[src/rtl/mem_port_arbiter.sv]
// Shares one single-ported memory between instruction fetch (I) and load/store (D).
// D normally wins; a saturating counter forces an I grant after STARVE_LIMIT back-to-back D grants.
module mem_port_arbiter #(
  parameter int ADDR_WIDTH   = 20,
  parameter int MEM_LATENCY  = 2,
  parameter int STARVE_LIMIT = 4
) (
  input  logic                  clk_i,
  input  logic                  rst_i,
  input  logic                  i_req_i,
  input  logic [ADDR_WIDTH-1:0] i_addr_i,
  output logic                  i_valid_o,
  output logic [31:0]           i_rdata_o,
  input  logic                  d_req_i,
  input  logic                  d_we_i,
  input  logic [3:0]            d_be_i,
  input  logic [ADDR_WIDTH-1:0] d_addr_i,
  input  logic [31:0]           d_wdata_i,
  output logic                  d_valid_o,
  output logic [31:0]           d_rdata_o,
  output logic                  mem_en_o,
  output logic                  mem_we_o,
  output logic [3:0]            mem_be_o,
  output logic [ADDR_WIDTH-1:0] mem_addr_o,
  output logic [31:0]           mem_wdata_o,
  input  logic [31:0]           mem_rdata_i,
  output logic                  stall_f_o,
  output logic                  stall_m_o
);
  localparam logic [1:0] S_IDLE  = 2'd0;
  localparam logic [1:0] S_ISSUE = 2'd1;
  localparam logic [1:0] S_WAIT  = 2'd2;
  localparam logic [1:0] S_DONE  = 2'd3;

  localparam int              SW         = (STARVE_LIMIT < 1) ? 1 : $clog2(STARVE_LIMIT + 1);
  localparam logic [SW-1:0]   STARVE_MAX = SW'(STARVE_LIMIT);
  localparam logic [3:0]      LAT        = 4'(MEM_LATENCY);

  logic [1:0]            r_state;
  logic [3:0]            r_lat;
  logic                  r_gnt_d;
  logic [SW-1:0]         r_starve;
  logic                  r_mem_en;
  logic                  r_mem_we;
  logic [3:0]            r_mem_be;
  logic [ADDR_WIDTH-1:0] r_mem_addr;
  logic [31:0]           r_mem_wdata;
  logic                  r_i_valid;
  logic                  r_d_valid;
  logic [31:0]           r_i_rdata;
  logic [31:0]           r_d_rdata;

  logic w_force_i;
  logic w_pick_i;

  assign w_force_i = (STARVE_LIMIT != 0) && (r_starve == STARVE_MAX);
  assign w_pick_i  = i_req_i & (~d_req_i | w_force_i);

  always_ff @(posedge clk_i or negedge rst_i) begin
    if (!rst_i) begin
      r_state     <= S_IDLE;
      r_lat       <= '0;
      r_gnt_d     <= 1'b0;
      r_starve    <= '0;
      r_mem_en    <= 1'b0;
      r_mem_we    <= 1'b0;
      r_mem_be    <= '0;
      r_mem_addr  <= '0;
      r_mem_wdata <= '0;
      r_i_valid   <= 1'b0;
      r_d_valid   <= 1'b0;
      r_i_rdata   <= '0;
      r_d_rdata   <= '0;
    end else begin
      case (r_state)
        S_IDLE: begin
          if (i_req_i | d_req_i) begin
            r_state  <= S_ISSUE;
            r_mem_en <= 1'b1;
            r_gnt_d  <= ~w_pick_i;
            if (w_pick_i) begin
              r_mem_addr  <= i_addr_i;
              r_mem_we    <= 1'b0;
              r_mem_be    <= 4'hF;
              r_mem_wdata <= '0;
              r_starve    <= '0;
            end else begin
              r_mem_addr  <= d_addr_i;
              r_mem_we    <= d_we_i;
              r_mem_be    <= d_we_i ? d_be_i : 4'hF;
              r_mem_wdata <= d_wdata_i;
              if (!i_req_i)
                r_starve <= '0;
              else if (r_starve != STARVE_MAX)
                r_starve <= r_starve + 1'b1;
            end
          end
        end
        S_ISSUE: begin
          r_mem_en <= 1'b0;
          r_lat    <= LAT;
          r_state  <= S_WAIT;
        end
        // WAIT lasts exactly MEM_LATENCY cycles, so the exit edge is the rdata-valid edge.
        S_WAIT: begin
          if (r_lat == 4'd1) begin
            r_state <= S_DONE;
            if (r_gnt_d) begin
              r_d_valid <= 1'b1;
              if (!r_mem_we) r_d_rdata <= mem_rdata_i;
            end else begin
              r_i_valid <= 1'b1;
              r_i_rdata <= mem_rdata_i;
            end
          end else begin
            r_lat <= r_lat - 4'd1;
          end
        end
        S_DONE: begin
          r_i_valid <= 1'b0;
          r_d_valid <= 1'b0;
          r_mem_we  <= 1'b0;
          r_state   <= S_IDLE;
        end
      endcase
    end
  end

  assign mem_en_o    = r_mem_en;
  assign mem_we_o    = r_mem_we;
  assign mem_be_o    = r_mem_be;
  assign mem_addr_o  = r_mem_addr;
  assign mem_wdata_o = r_mem_wdata;
  assign i_valid_o   = r_i_valid;
  assign i_rdata_o   = r_i_rdata;
  assign d_valid_o   = r_d_valid;
  assign d_rdata_o   = r_d_rdata;
  assign stall_f_o   = i_req_i & ~r_i_valid;
  assign stall_m_o   = d_req_i & ~r_d_valid;
endmodule

[config.mk]
export PLATFORM = sky130hd
export DESIGN_NAME = mem_port_arbiter
export DESIGN_NICKNAME = d
export VERILOG_FILES = /design/src/rtl/mem_port_arbiter.sv
export SDC_FILE = /design/constraint.sdc
export NUM_CORES = 1
export LEC_CHECK = 0
export BUFFER_PORTS_ARGS = -buffer_cell sky130_fd_sc_hd__buf_2
export CAP_MARGIN = 40
export CORE_AREA = 2 2 108 110
export CTS_CLUSTER_DIAMETER = 80
export DETAILED_ROUTE_END_ITERATION = 10
export DIE_AREA = 0 0 110 112
export GPL_ROUTABILITY_DRIVEN = 1
export PLACE_DENSITY = 0.82
export SYNTH_ARGS = -nofsm -noshare
export SYNTH_HDL_FRONTEND = slang
export SYNTH_SLANG_ARGS = --single-unit
[constraint.sdc]
create_clock -name clk_i -period 5.3 [get_ports clk_i]
set_input_delay 1.06 -clock clk_i [delete_from_list [all_inputs] [get_ports clk_i]]
set_output_delay 1.06 -clock clk_i [all_outputs]
set_load 0.1 [all_outputs]
==> flow_summary_export.csv, run 1 <==
group,metric,value,unit
status,outcome,"completed",
final_layout,nets,775,
placed_design,io_buffers,238,
synth,synthDistinctLibCells,43,
synth,ys.flop_type,"dfrtp_1",
sta,setup_viol,0,
sta,fin_crit_sh,59.9,%
route,wl_per_cell,17.0,um
floorplanning,placementRows,39,
placed_design,gp_congestion,0.805,
sta,finalMaxSlewViolations,0,
final_layout,finalInstanceArea,0.00745,mm^2
synth,synth_nets,542,
clock_network,numClockSinks,134,
floorplanning,initial_core_util,49.8,%
placed_design,placed_cell_area,0.00689,mm^2
sta,worst_slew_pin_slew,859,ps
route,vias_per_cell,5.33,
final_layout,fillers,825,
synth,ys_seq_area_share,60.3,%
sta,period_needed,3180,ps
route,ant_nets,0,
critical_path,cp_max_fo,28,
route,drt_iter0_markers,282,
clock_network,holdBufCountCts,0,
sta,fmax,0.315,GHz
clock_network,htreeDepth,4,
global_routing,grt_pass1_wl,21600,um
final_layout,layout-drive-gt1-share,51.7,%
clock_network,cts_buffers,17,
global_routing,antenna_found_initial,0,
final_layout,syn2layout_area_growth,33.9,%
critical_path,arrival,2120,ps
critical_path,reg2reg_slack,2710,ps
synth,synth_cells,421,
route,drc_errors,0,
clock_network,clkTransAtPathRegs,50,ps
sta,fin_worst_skew,5.59,ps
global_routing,grt_max_degree,83,
critical_path,end_kind,"output pin",
floorplanning,chipHeight,112,um
flow_run,cap_violations,0,
floorplanning,top_level_ports,239,
final_layout,n_antenna_cell,0,
floorplanning,core_area,0.0112,mm^2
sta,rsz0062_at_grt,"false",
sta,fin_hold_ws,487,ps
placed_design,hpwl,9530,um
sta,timing.final.hold_violations,0,
clock_network,clock_path_buffers,2,
critical_path,crit_required,4240,ps
clock_network,clk_latency,420,ps
min_path,worstHoldPathType,"flip-flop to flip-flop",
synth,ys_seq_elements,134,
sta,relSlewSlack,42.7,%
critical_path,cp-start-kind,"input pin",
global_routing,grt_overflow,0,
route,routed_wl,13800,um
floorplanning,fp.dieW,110,um
clock_network,cts_resized,0,
critical_path,crit_type,"input pin to output pin",
synth,syn_avg_cell_area,13.2,um^2
global_routing,grt.total_usage,22.9,%
route,vias,4310,
clock_network,post_cts_buffers,0,
global_routing,grt_pass1_vias,4425,
route,drt_first_pass_iters,4,
clock_network,cts_tree,"built",
clock_network,root_buffer,"clkbuf_16",
synth,yosys_warnings,0,
floorplanning,dieArea,0.0123,mm^2
synth,synthArstFlopShare,100,%
sta,fin_setup_tns,0,ps
synth,synth_edf_count,0,
synth,synthesis.area,0.00556,mm^2
[path summary, 6_finish.rpt]
| path | startpoint | to | depth (start not counted) |
|---|---|---|---|
| max in group asynchronous | rst_i | i_rdata_o[17] | 2 |
| worst max register to register | r_state[0] | d_rdata_o[2] | 6 |
| worst min register to register | r_lat[3] | r_lat[3] | 1 |
| worst max-delay path | i_req_i | stall_f_o | 3 |
| min in group asynchronous | rst_i | d_rdata_o[16] | 1 |
| worst min-delay path | r_lat[3] | r_lat[3] | 1 |
[synth_stat cells, types with 2 or more instances]
library cell | instances | area (um^2)
dfrtp_1 | 134 | 3350
nand2_1 | 49 | 184
mux2_2 | 33 | 372
a22o_1 | 32 | 280
mux2_4 | 30 | 450
o211ai_1 | 23 | 173
clkbuf_1 | 21 | 78.8
nand4_1 | 20 | 125
inv_1 | 10 | 37.5
nor2_1 | 10 | 37.5
ha_1 | 8 | 100
a21oi_1 | 7 | 35.0
buf_2 | 5 | 25.0
buf_6 | 3 | 33.8
a21boi_0 | 2 | 15.0
a21o_1 | 2 | 15.0
mux2_1 | 2 | 22.5
mux2i_1 | 2 | 20.0
nor2b_1 | 2 | 12.5
o21ai_0 | 2 | 10.0
o311ai_0 | 2 | 17.5
[flip-flops by register name, indices dropped and copies added, names as in the netlist]
register / count
d_rdata_o: 32
i_rdata_o: 32
mem_wdata_o: 32
mem_addr_o: 20
mem_be_o: 4
r_lat: 4
r_starve: 3
r_state: 2
d_valid_o: 1
i_valid_o: 1
mem_en_o: 1
mem_we_o: 1
r_gnt_d: 1
[cells in the final DEF (no fill, tap or decap), types with 4 or more instances in the layout]
master      synthesis  routed
a21oi_1             7       7
inv_1              10      10
clkinvlp_4          0       4
clkbuf_16           0      17
mux2_4             30      30
nor2_1             10      10
buf_2               5     237
buf_4               0       4
clkinv_2            0       6
nand2_1            49      49
nand4_1            20      20
a22o_1             32      32
dfrtp_1           134     134
o211ai_1           23      23
mux2_2             33      33
ha_1                8       8
[layer usage]
metal,routed length [um],part of all wire (%),vias to the layer above,GRT usage (%)
met3,1190,8.7,15,7.55
met4,165,1.2,0,8.35
li1,-,-,1991,-
met5,0,0,-,0
met1,5580,40,2094,27.0
met2,6840,50,210,38.7
[critical path, cell delays in order]
cell     delay (ps)
buf_2           430
nor2b_1         180
buf_2           430
[layout make-up]
class	count	area [um^2]	share of cell area, %
Clock buffer	17	425	5.71
Clock inverter	14	138	1.85
Inverter	10	37.5	0.504
Multi-Input combinational cell	247	2060	27.6
Sequential cell	134	3350	45.0
Tap cell	143	179	2.40
Timing Repair Buffer	244	1260	16.9
[through the flow]
step / std cells / worst slack [ps] / utilization (%)
2_1_floorplan: 421 / 1260 / -
3_3_place_gp: 776 / 2160 / 61.3
3_5_place_dp: 778 / 2150 / 61.6
4_1_cts: 809 / 2150 / 66.7
5_1_grt: 809 / 2050 / 66.7
6_report: 809 / 2120 / 66.7
[logic make-up (layout without fill, tap and decap cells)]
logic type,count (synthesis),count (layout),share of synthesized area (%)
DFF,134,134,60.3
and+or+nand+nor,90,90,7.63
AOI/OAI and AO/OA,82,82,11.5
muxes,67,67,15.5
buffers and inverters,40,285,3.22
adders and majority gates,8,8,1.80
Power of run 1 is not shown: default switching activity piles up to over one toggle a cycle in this logic, so the estimate is an artifact.
==> inputs of run 2 (changes only) <==
--- a/config.mk
+++ b/config.mk
@@ -7,12 +7,12 @@
 export LEC_CHECK = 0
 export BUFFER_PORTS_ARGS = -buffer_cell sky130_fd_sc_hd__buf_2
 export CAP_MARGIN = 40
-export CORE_AREA = 2 2 108 110
+export CORE_AREA = 2 2 111 113
 export CTS_CLUSTER_DIAMETER = 80
 export DETAILED_ROUTE_END_ITERATION = 10
-export DIE_AREA = 0 0 110 112
+export DIE_AREA = 0 0 113 115
 export GPL_ROUTABILITY_DRIVEN = 1
-export PLACE_DENSITY = 0.82
+export PLACE_DENSITY = 0.78
 export SYNTH_ARGS = -nofsm -noshare
 export SYNTH_HDL_FRONTEND = slang
 export SYNTH_SLANG_ARGS = --single-unit
==> constraint.sdc (replaced) <==
create_clock -name clk_i -period 3.3 [get_ports clk_i]
set_input_delay 0.66 -clock clk_i [delete_from_list [all_inputs] [get_ports clk_i]]
set_output_delay 0.66 -clock clk_i [all_outputs]
set_load 0.1 [all_outputs]
==> run 2 against run 1 <==
Net effect: the flow now finishes with violations (design-rule violations); critical path type is now flip-flop to flip-flop; core utilization down 3.0 points; hold slack worse by 210 ps; count of clock-buffer cells in the layout up 5; flip-flop and latch count unchanged; die area up 5.5%; first-iteration DRC count down 6.4%; register-to-register slack worse by 1900 ps; sequential share of layout area down 0.43 points; global-route usage down 2.2 points; worst setup slack worse by 1300 ps; non-clock buffer count up 1.
==> flow_summary_export.csv, run 2 (synthesized netlist as in run 1, its figures left out) <==
group,metric,value,unit
critical_path,end_kind,"flip-flop",
global_routing,grt.total_usage,20.7,%
route,vias_per_cell,5.31,
clock_network,clock_path_buffers,2,
status,violations,"design-rule violations",
placed_design,hpwl,9350,um
route,ant_nets,0,
global_routing,grt_overflow,0,
flow_run,cap_violations,0,
floorplanning,placementRows,40,
clock_network,numClockSinks,134,
final_layout,layout-drive-gt1-share,51.5,%
critical_path,cp_max_fo,32,
floorplanning,core_area,0.0118,mm^2
final_layout,syn2layout_area_growth,35.2,%
global_routing,grt_max_degree,78,
sta,fin_worst_skew,6.16,ps
route,wl_per_cell,16.5,um
route,drt_first_pass_iters,7,
critical_path,crit_required,3600,ps
floorplanning,initial_core_util,47.1,%
status,outcome,"finished with violations",
final_layout,n_antenna_cell,0,
sta,fin_crit_sh,76.2,%
clock_network,cts_resized,0,
sta,period_needed,2510,ps
clock_network,clk_latency,410,ps
sta,timing.final.hold_violations,0,
sta,setup_viol,0,
sta,worst_slew_pin_slew,738,ps
sta,rsz0062_at_grt,"false",
floorplanning,fp.dieW,113,um
critical_path,crit_type,"flip-flop to flip-flop",
clock_network,htreeDepth,4,
route,routed_wl,13400,um
placed_design,io_buffers,238,
final_layout,final_cell_mix,"237 x buf_2, 134 x dfrtp_1, 49 x nand2_1, 33 x mux2_2, 32 x a22o_1",
global_routing,grt_pass1_vias,4240,
clock_network,holdBufCountCts,0,
clock_network,root_buffer,"clkbuf_16",
min_path,worstHoldPathType,"input pin to asynchronous set/reset pin",
global_routing,antenna_found_initial,0,
route,drc_errors,19,
sta,relSlewSlack,50.8,%
critical_path,arrival,2810,ps
floorplanning,chipHeight,115,um
clock_network,cts_buffers,17,
route,drt_iter0_markers,264,
critical_path,cp-start-kind,"flip-flop",
sta,finalMaxSlewViolations,0,
clock_network,cts_tree,"built",
sta,fin_setup_tns,0,ps
floorplanning,top_level_ports,239,
sta,fmax,0.398,GHz
clock_network,post_cts_buffers,0,
placed_design,gp_congestion,0.765,
route,vias,4313,
global_routing,grt_pass1_wl,21200,um
clock_network,clkTransAtPathRegs,50,ps
final_layout,nets,776,
floorplanning,dieArea,0.0130,mm^2
final_layout,final_common_cell,"buf_2",
## run 2: cell types whose count changed in the layout (fill, tap and decap cells not counted), sizes merged
cell      before  now
buf          244  245
clkinv         8    3
clkinvlp       4    1
bufinv         2    4
clkbuf        17   22
## run 2: path summary, 6_finish.rpt
check | startpoint | end | slack, ps | cells after the start
hold / removal | rst_i | d_rdata_o[25] | 280 | 1
min in group clk_i | d_wdata_i[7] | mem_wdata_o[7] | 460 | 2
setup / recovery | r_lat[1] | d_rdata_o[11] | 790 | 6
setup reg to reg | r_lat[1] | d_rdata_o[11] | 790 | 6
max in group asynchronous | rst_i | d_rdata_o[6] | 2290 | 2
hold reg to reg | mem_addr_o[10] | mem_addr_o[10] | 490 | 2
## run 2: per-stage QoR
stage | util [%] | std cells | setup slack [ps] | instance area, um^2 | hold slack, ps
2_1_floorplan | - | 421 | 58.9 | 5560 | 364
3_3_place_gp | 58.4 | 783 | 839 | 6890 | 470
3_5_place_dp | 58.4 | 783 | 784 | 6890 | 481
4_1_cts | 63.7 | 813 | 771 | 7520 | 294
5_1_grt | 63.7 | 813 | 646 | 7520 | 324
6_report | 63.7 | 813 | 785 | 7520 | 278
## run 2: cell type report
cell class,instances,area [um^2]
Clock buffer,22,484
Tap cell,147,184
Sequential cell,134,3350
Multi-Input combinational cell,247,2060
Inverter,10,37.5
Timing Repair Buffer,245,1260
Fill cell,901,4290
Clock inverter,8,146
## run 2: layer usage
metal	wire [um]	up-vias	track usage, %
met5	0	-	0
met4	258	0	7.80
met3	1150	24	6.11
met2	6340	200	33.5
met1	5630	2091	26.8
li1	-	1998	-
## run 2: critical path, cell delays in order (launching register included)
cell and delay [ps]:
dfrtp_1 390, inv_1 80, ha_1 120, or3b_1 510, or4_2 580, buf_4 330
mux2_4 370
Power of run 2 is left out for the same reason.
